File: config.mk
export PLATFORM = sky130hd
export DESIGN_NAME = key_loader_flat
export DESIGN_NICKNAME = d
export VERILOG_FILES = /design/src/rtl/key_loader_pkg.sv /design/src/rtl/key_loader_if.sv /design/src/rtl/key_shift_reg.sv /design/src/rtl/key_loader.sv /design/src/flat_wrapper.sv
export SDC_FILE = /design/constraint.sdc
export NUM_CORES = 1
export LEC_CHECK = 0
export BUFFER_PORTS_ARGS = -buffer_cell sky130_fd_sc_hd__clkbuf_2
export CORE_UTILIZATION = 52
export CTS_CLUSTER_DIAMETER = 40
export DETAILED_ROUTE_END_ITERATION = 8
export HOLD_SLACK_MARGIN = 0.02
export PLACE_DENSITY_LB_ADDON = 0.15
export SETUP_SLACK_MARGIN = 0.1
export SLEW_MARGIN = 5
export SYNTH_ARGS = -nofsm -noshare
export SYNTH_HDL_FRONTEND = slang
export SYNTH_SLANG_ARGS = --single-unit
File: constraint.sdc
create_clock -name clk -period 2.23 [get_ports clk]
set_input_delay 0.223 -clock clk [delete_from_list [all_inputs] [get_ports clk]]
set_output_delay 0.223 -clock clk [all_outputs]
set_load 0.01 [all_outputs]
File: src/rtl/key_loader_pkg.sv
// Shared types and defaults for the serial key loader and its integration top.
package key_loader_pkg;

    localparam int unsigned KEY_WIDTH_DEFAULT = 8;

    typedef enum logic [2:0] {
        IDLE   = 3'd0,
        SHIFT  = 3'd1,
        CHECK  = 3'd2,
        LOCKED = 3'd3,
        ERROR  = 3'd4
    } state_t;

endpackage

File: src/rtl/key_loader_if.sv
// Key-programming bus: serial valid/ready key stream in, latched key and status out.
interface key_loader_if
    import key_loader_pkg::*;
#(
    parameter int unsigned KEY_WIDTH = KEY_WIDTH_DEFAULT
);

    logic                 load_start;
    logic                 key_bit;
    logic                 key_valid;
    logic                 key_ready;
    logic [KEY_WIDTH-1:0] keyinput;
    logic                 key_locked;
    logic                 key_err;
    logic                 busy;

    modport master (
        output load_start,
        output key_bit,
        output key_valid,
        input  key_ready,
        input  keyinput,
        input  key_locked,
        input  key_err,
        input  busy
    );

    modport slave (
        input  load_start,
        input  key_bit,
        input  key_valid,
        output key_ready,
        output keyinput,
        output key_locked,
        output key_err,
        output busy
    );

endinterface

File: src/rtl/key_shift_reg.sv
// MSB-first serial-in shift register with a running XOR of every bit shifted in.
module key_shift_reg
    import key_loader_pkg::*;
#(
    parameter int unsigned WIDTH = KEY_WIDTH_DEFAULT
) (
    input  logic             clk,
    input  logic             rst,
    input  logic             clear,
    input  logic             shift_en,
    input  logic             bit_val,
    output logic [WIDTH-1:0] value,
    output logic             parity
);

    logic [WIDTH-1:0] shift_next;

    generate
        if (WIDTH == 1) begin : g_single
            assign shift_next = bit_val;
        end else begin : g_multi
            assign shift_next = {value[WIDTH-2:0], bit_val};
        end
    endgenerate

    always_ff @(posedge clk) begin
        if (rst || clear) begin
            value  <= '0;
            parity <= 1'b0;
        end else if (shift_en) begin
            value  <= shift_next;
            parity <= parity ^ bit_val;
        end
    end

endmodule

File: src/rtl/key_loader.sv
// One-time key loader: collects a serial key plus even-parity trailer and, on a good
// load, latches the key for the locked FSM; keyinput stays zero until then.
module key_loader
    import key_loader_pkg::*;
#(
    parameter int unsigned KEY_WIDTH = KEY_WIDTH_DEFAULT
) (
    input  logic         clk,
    input  logic         rst,
    key_loader_if.slave  bus
);

    localparam int unsigned CNT_W = $clog2(KEY_WIDTH + 1);

    state_t               state;
    state_t               state_next;
    logic [CNT_W-1:0]     count;
    logic [CNT_W-1:0]     count_next;
    logic                 clear;
    logic                 shift_en;
    logic                 accept;
    logic [KEY_WIDTH-1:0] shift_value;
    logic                 parity;
    logic [KEY_WIDTH-1:0] keyinput_next;
    logic                 locked_next;
    logic                 err_next;
    logic                 ready_next;
    logic                 busy_next;

    assign accept = bus.key_valid && bus.key_ready;

    key_shift_reg #(
        .WIDTH (KEY_WIDTH)
    ) u_shift (
        .clk      (clk),
        .rst      (rst),
        .clear    (clear),
        .shift_en (shift_en),
        .bit_val  (bus.key_bit),
        .value    (shift_value),
        .parity   (parity)
    );

    // State, counter and every externally visible output are registered here.
    always_ff @(posedge clk) begin
        if (rst) begin
            state          <= IDLE;
            count          <= '0;
            bus.keyinput   <= '0;
            bus.key_locked <= 1'b0;
            bus.key_err    <= 1'b0;
            bus.key_ready  <= 1'b0;
            bus.busy       <= 1'b0;
        end else begin
            state          <= state_next;
            count          <= count_next;
            bus.keyinput   <= keyinput_next;
            bus.key_locked <= locked_next;
            bus.key_err    <= err_next;
            bus.key_ready  <= ready_next;
            bus.busy       <= busy_next;
        end
    end

    // Next-state and next-output decode.
    always_comb begin
        state_next    = state;
        count_next    = count;
        clear         = 1'b0;
        shift_en      = 1'b0;
        keyinput_next = bus.keyinput;
        locked_next   = bus.key_locked;
        err_next      = bus.key_err;

        case (state)
            IDLE, ERROR: begin
                if (bus.load_start) begin
                    state_next = SHIFT;
                    clear      = 1'b1;
                    count_next = '0;
                    err_next   = 1'b0;
                end
            end

            SHIFT: begin
                if (accept) begin
                    shift_en   = 1'b1;
                    count_next = count + CNT_W'(1);
                    if (count == CNT_W'(KEY_WIDTH - 1)) begin
                        state_next = CHECK;
                    end
                end
            end

            CHECK: begin
                if (accept) begin
                    if ((parity ^ bus.key_bit) == 1'b0) begin
                        state_next    = LOCKED;
                        keyinput_next = shift_value;
                        locked_next   = 1'b1;
                    end else begin
                        state_next    = ERROR;
                        keyinput_next = '0;
                        err_next      = 1'b1;
                    end
                end
            end

            LOCKED: begin
                // Key is one-time-programmable until the next reset.
                state_next = LOCKED;
            end

            default: begin
                state_next    = IDLE;
                count_next    = '0;
                clear         = 1'b1;
                keyinput_next = '0;
                locked_next   = 1'b0;
                err_next      = 1'b0;
            end
        endcase

        ready_next = (state_next == SHIFT) || (state_next == CHECK);
        busy_next  = (state_next == SHIFT) || (state_next == CHECK);
    end

endmodule

File: src/flat_wrapper.sv
// flat-port wrapper written by rule: the top's interface ports become plain ports
module key_loader_flat import key_loader_pkg::*;
#(
    parameter int unsigned KEY_WIDTH = KEY_WIDTH_DEFAULT
)
  (clk, rst, bus_load_start, bus_key_bit, bus_key_valid, bus_key_ready, bus_keyinput, bus_key_locked, bus_key_err, bus_busy);
  key_loader_if #(.KEY_WIDTH(KEY_WIDTH)) bus_i ();
  input  logic clk;
  input  logic rst;
  input wire logic [$bits(bus_i.load_start)-1:0] bus_load_start;
  input wire logic [$bits(bus_i.key_bit)-1:0] bus_key_bit;
  input wire logic [$bits(bus_i.key_valid)-1:0] bus_key_valid;
  output wire logic [$bits(bus_i.key_ready)-1:0] bus_key_ready;
  output wire logic [$bits(bus_i.keyinput)-1:0] bus_keyinput;
  output wire logic [$bits(bus_i.key_locked)-1:0] bus_key_locked;
  output wire logic [$bits(bus_i.key_err)-1:0] bus_key_err;
  output wire logic [$bits(bus_i.busy)-1:0] bus_busy;
  assign bus_i.load_start = bus_load_start;
  assign bus_i.key_bit = bus_key_bit;
  assign bus_i.key_valid = bus_key_valid;
  assign bus_key_ready = bus_i.key_ready;
  assign bus_keyinput = bus_i.keyinput;
  assign bus_key_locked = bus_i.key_locked;
  assign bus_key_err = bus_i.key_err;
  assign bus_busy = bus_i.busy;
  key_loader #(.KEY_WIDTH(KEY_WIDTH)) u_core (.clk(clk), .rst(rst), .bus(bus_i));
endmodule
==> results.md <==
* Status: completed
* Most frequent cells in the layout: dfxtp_1 (27), nor2_1 (22), clkbuf_2 (16)
* R2r setup slk at 250 ps
* FFs w/ async S/R, synth at 0%
* Leakage at 0.475 nW
* Netlist Area Pre-Place at 0.00118 mm^2
* R2R depth at 4
* Skew-Pair Late Insertion Delay at 320 ps
* Post-Synthesis Cells at 123
* Fill cell count at ~190
* Ant. Diodes at 0
* Max Clock Skew at 1.60 ps
* Post-synthesis sequential area ratio at between 40% and 50%
* Core area at 0.00204 mm^2
* Max VDD drop at 0.470 mV
* TNS Setup at 0 ps
* Root Buffer: clkbuf_4
* Crit. End Element: register
* DR WL/cell at approximately 13 um
* DIE HEIGHT at 49.6 um
* Cell taking the most area after synthesis: dfxtp_1
* Cell row count at 16
* Hold Path Class: input pin to register
* Hold violation total from the final report at 0
* Setup Buffers After CTS at 0
* CTS Buffer Depth at 2
* GPL Wtd Cong at 0.880
* Crit Path Class: register to register
* Fmax at 506 MHz
* Reg clk slew, reported paths at 140 ps
* DRT Wirelength at ~2100 um
* PwrDens at between 600 and 700 mW/mm^2
* GRT overflow at 0
* Initial antenna violation count at 0
* Net Count, Synth at roughly 130
* Post-DP HPWL at between 1500 and 2000 um
* IO Count at 17
* Number of global-route vias before repair at 861
* Arrival time of the worst setup path at 2200 ps
* Worst r2r src: u_core.state[1]
* PortBufs at 16
* H-Tree Depth at 1
* Max_cap viols at 0
* Synth top area cells: dfxtp_1 (46%), nor2_1 (7.0%), mux2i_1 (6.8%)
* Critical path startpoint category: register
* Combinational share of power at 8.2%
* Mean Syn Cell Area at approximately 9.6 um^2
* Die ar. at 0.00246 mm^2
* Global Route Usage Sum at 19.1%
* Max Transition Viols Final at 0
* Post-synth EDFFs at 0
* Worst reg2reg endpoint: u_core.bus.key_ready
* Final #Nets at 142
* First-pass GRT wire length at 3620 um
* Worst Hold Launch: bus_key_bit
* Ys flop type: dfxtp_1
* Tmin final at 1980 ps
* WHS Path Cells at 3
* Top cell type's share of synthesized area at a little under half
* Antenna Violating Nets Remaining at 0
* Commonest non-fill, non-tap cell in the layout: dfxtp_1
* FF+latch count, synth at 27
* RSZ-0062 raised after global routing: false
* Die width at 49.6 um
* Clock Power Share at 27.3%
* Psw at 0.000190 W
* Switching share of power at 24.6%
* Part of the power in registers at about 65%
* CP max FO at 11
* Post-CTS resize count at 0
* Via/cell ratio at 5.75
* Critical path required time at approximately 2500 ps
* Ratio of cells with drive above 1 in the final layout at 19.3%
* Worst-margin pin slew at 1000 ps
* Synth unique cells at 39
* Clock Sinks at 27
* TritonCTS buffer count at 3
* Int Pwr at 0.000582 W
* Period utilization at slightly below 90%
* Total power at 0.000772 W
* Worst Hold End: u_core.u_shift.value[0]
* CTS tree: done
* Cts hold-fix bufs at 0
* Largest net degree at the start of global routing at 16
* Drt drc at 0
* Starting Density at 57.6%
* Setup violations, final at 0
* Yosys warns at 0
* Slew HR at between 30% and 40%
* 1st-pass router iterations at 3
* Area grow syn2layout at 7.02%
* DR vias at approximately 930
* Iter 0 DRT Violations at 15
## worst max-delay path: stages (launching register included)
cell,delay (ps)
dfxtp_1,540
inv_1,120
nor4b_2,890
o211a_1,270
nor3_1,50
## state kept, by name (all words and copies together) (netlist names)
| register | count |
|---|---|
| u_core.u_shift.parity | 1 |
| u_core.bus.key_err | 1 |
| u_core.bus.key_ready | 1 |
| u_core.state | 3 |
| u_core.u_shift.value | 8 |
| u_core.bus.key_locked | 1 |
| u_core.count | 4 |
| u_core.bus.keyinput | 8 |
## metrics by stage
stage	utilization (%)	worst slack, ps	cell area [um^2]	hold WS, ps	instances
after floorplan	-	827	1180	370	123
after global placement	60.3	334	1230	439	158
after detailed placement	60.3	307	1230	456	158
after CTS	61.6	280	1260	200	162
after global routing	61.6	119	1260	192	162
final	61.6	252	1260	195	162
## layout make-up
cell class	instances	area [um^2]	share of cell area [%]
Multi-Input combinational cell	85	566	44.9
Sequential cell	27	541	42.9
Timing Repair Buffer	16	80.1	6.36
Tap cell	27	33.8	2.68
Clock buffer	3	22.5	1.79
Inverter	3	11.3	0.895
Clock inverter	1	5.00	0.398
## kinds of logic (layout without fill, tap and decap cells)
kind of cell | after synthesis | in the layout | share of synthesized area [%]
AO/OA/AOI/OAI | 29 | 29 | 18.5
XOR/XNOR | 2 | 2 | 1.49
adder cells (fa/ha/maj) | 1 | 1 | 1.06
buffers and inverters | 11 | 23 | 5.96
flip-flops | 27 | 27 | 46.0
multiplexers | 8 | 8 | 6.81
AND/OR/NAND/NOR | 45 | 45 | 20.2
## metal layers
layer | wire length, um | track usage, % | up-vias | part of all wire, %
li1 | - | - | 463 | -
met1 | 982 | 23.2 | 453 | 47
met2 | 1040 | 33.1 | 11 | 50
met4 | 25 | 6.19 | 0 | 1.2
met5 | 0 | 0 | - | 0
met3 | 51 | 4.01 | 4 | 2.4
## power by group through the flow
stage	Combinational, W	Sequential [W]	Clock [W]
after detailed placement	0.0000627	0.000508	0
after CTS	0.0000633	0.000498	0.000214
final	0.0000636	0.000498	0.000211
after global placement	0.0000622	0.000508	0
after floorplan	0.0000562	0.000505	0
after global routing	0.0000708	0.000500	0.000233
## Yosys cell counts (all sizes together), types with 2 or more instances
cell / number
inv: 3
a22oi: 8
nor2b: 2
nor2: 23
mux2i: 8
nand2: 3
nor3b: 2
clkbuf: 2
or3: 2
a211oi: 2
dfxtp: 27
buf: 6
or4: 2
a21oi: 4
o21a: 3
o31ai: 2
nor3: 3
o21ai: 3
o22ai: 2
## worst max-delay path by stage
stage | startpoint | to
floorplan | u_core.state[0] | u_core.count[3]
global placement | u_core.state[1] | u_core.bus.key_ready
global route | u_core.state[1] | u_core.bus.keyinput[2]
CTS | u_core.state[1] | u_core.bus.key_ready
finish | u_core.state[1] | u_core.bus.key_ready
detailed placement | u_core.state[1] | u_core.bus.key_ready
Power figures use the tool's default switching activity.
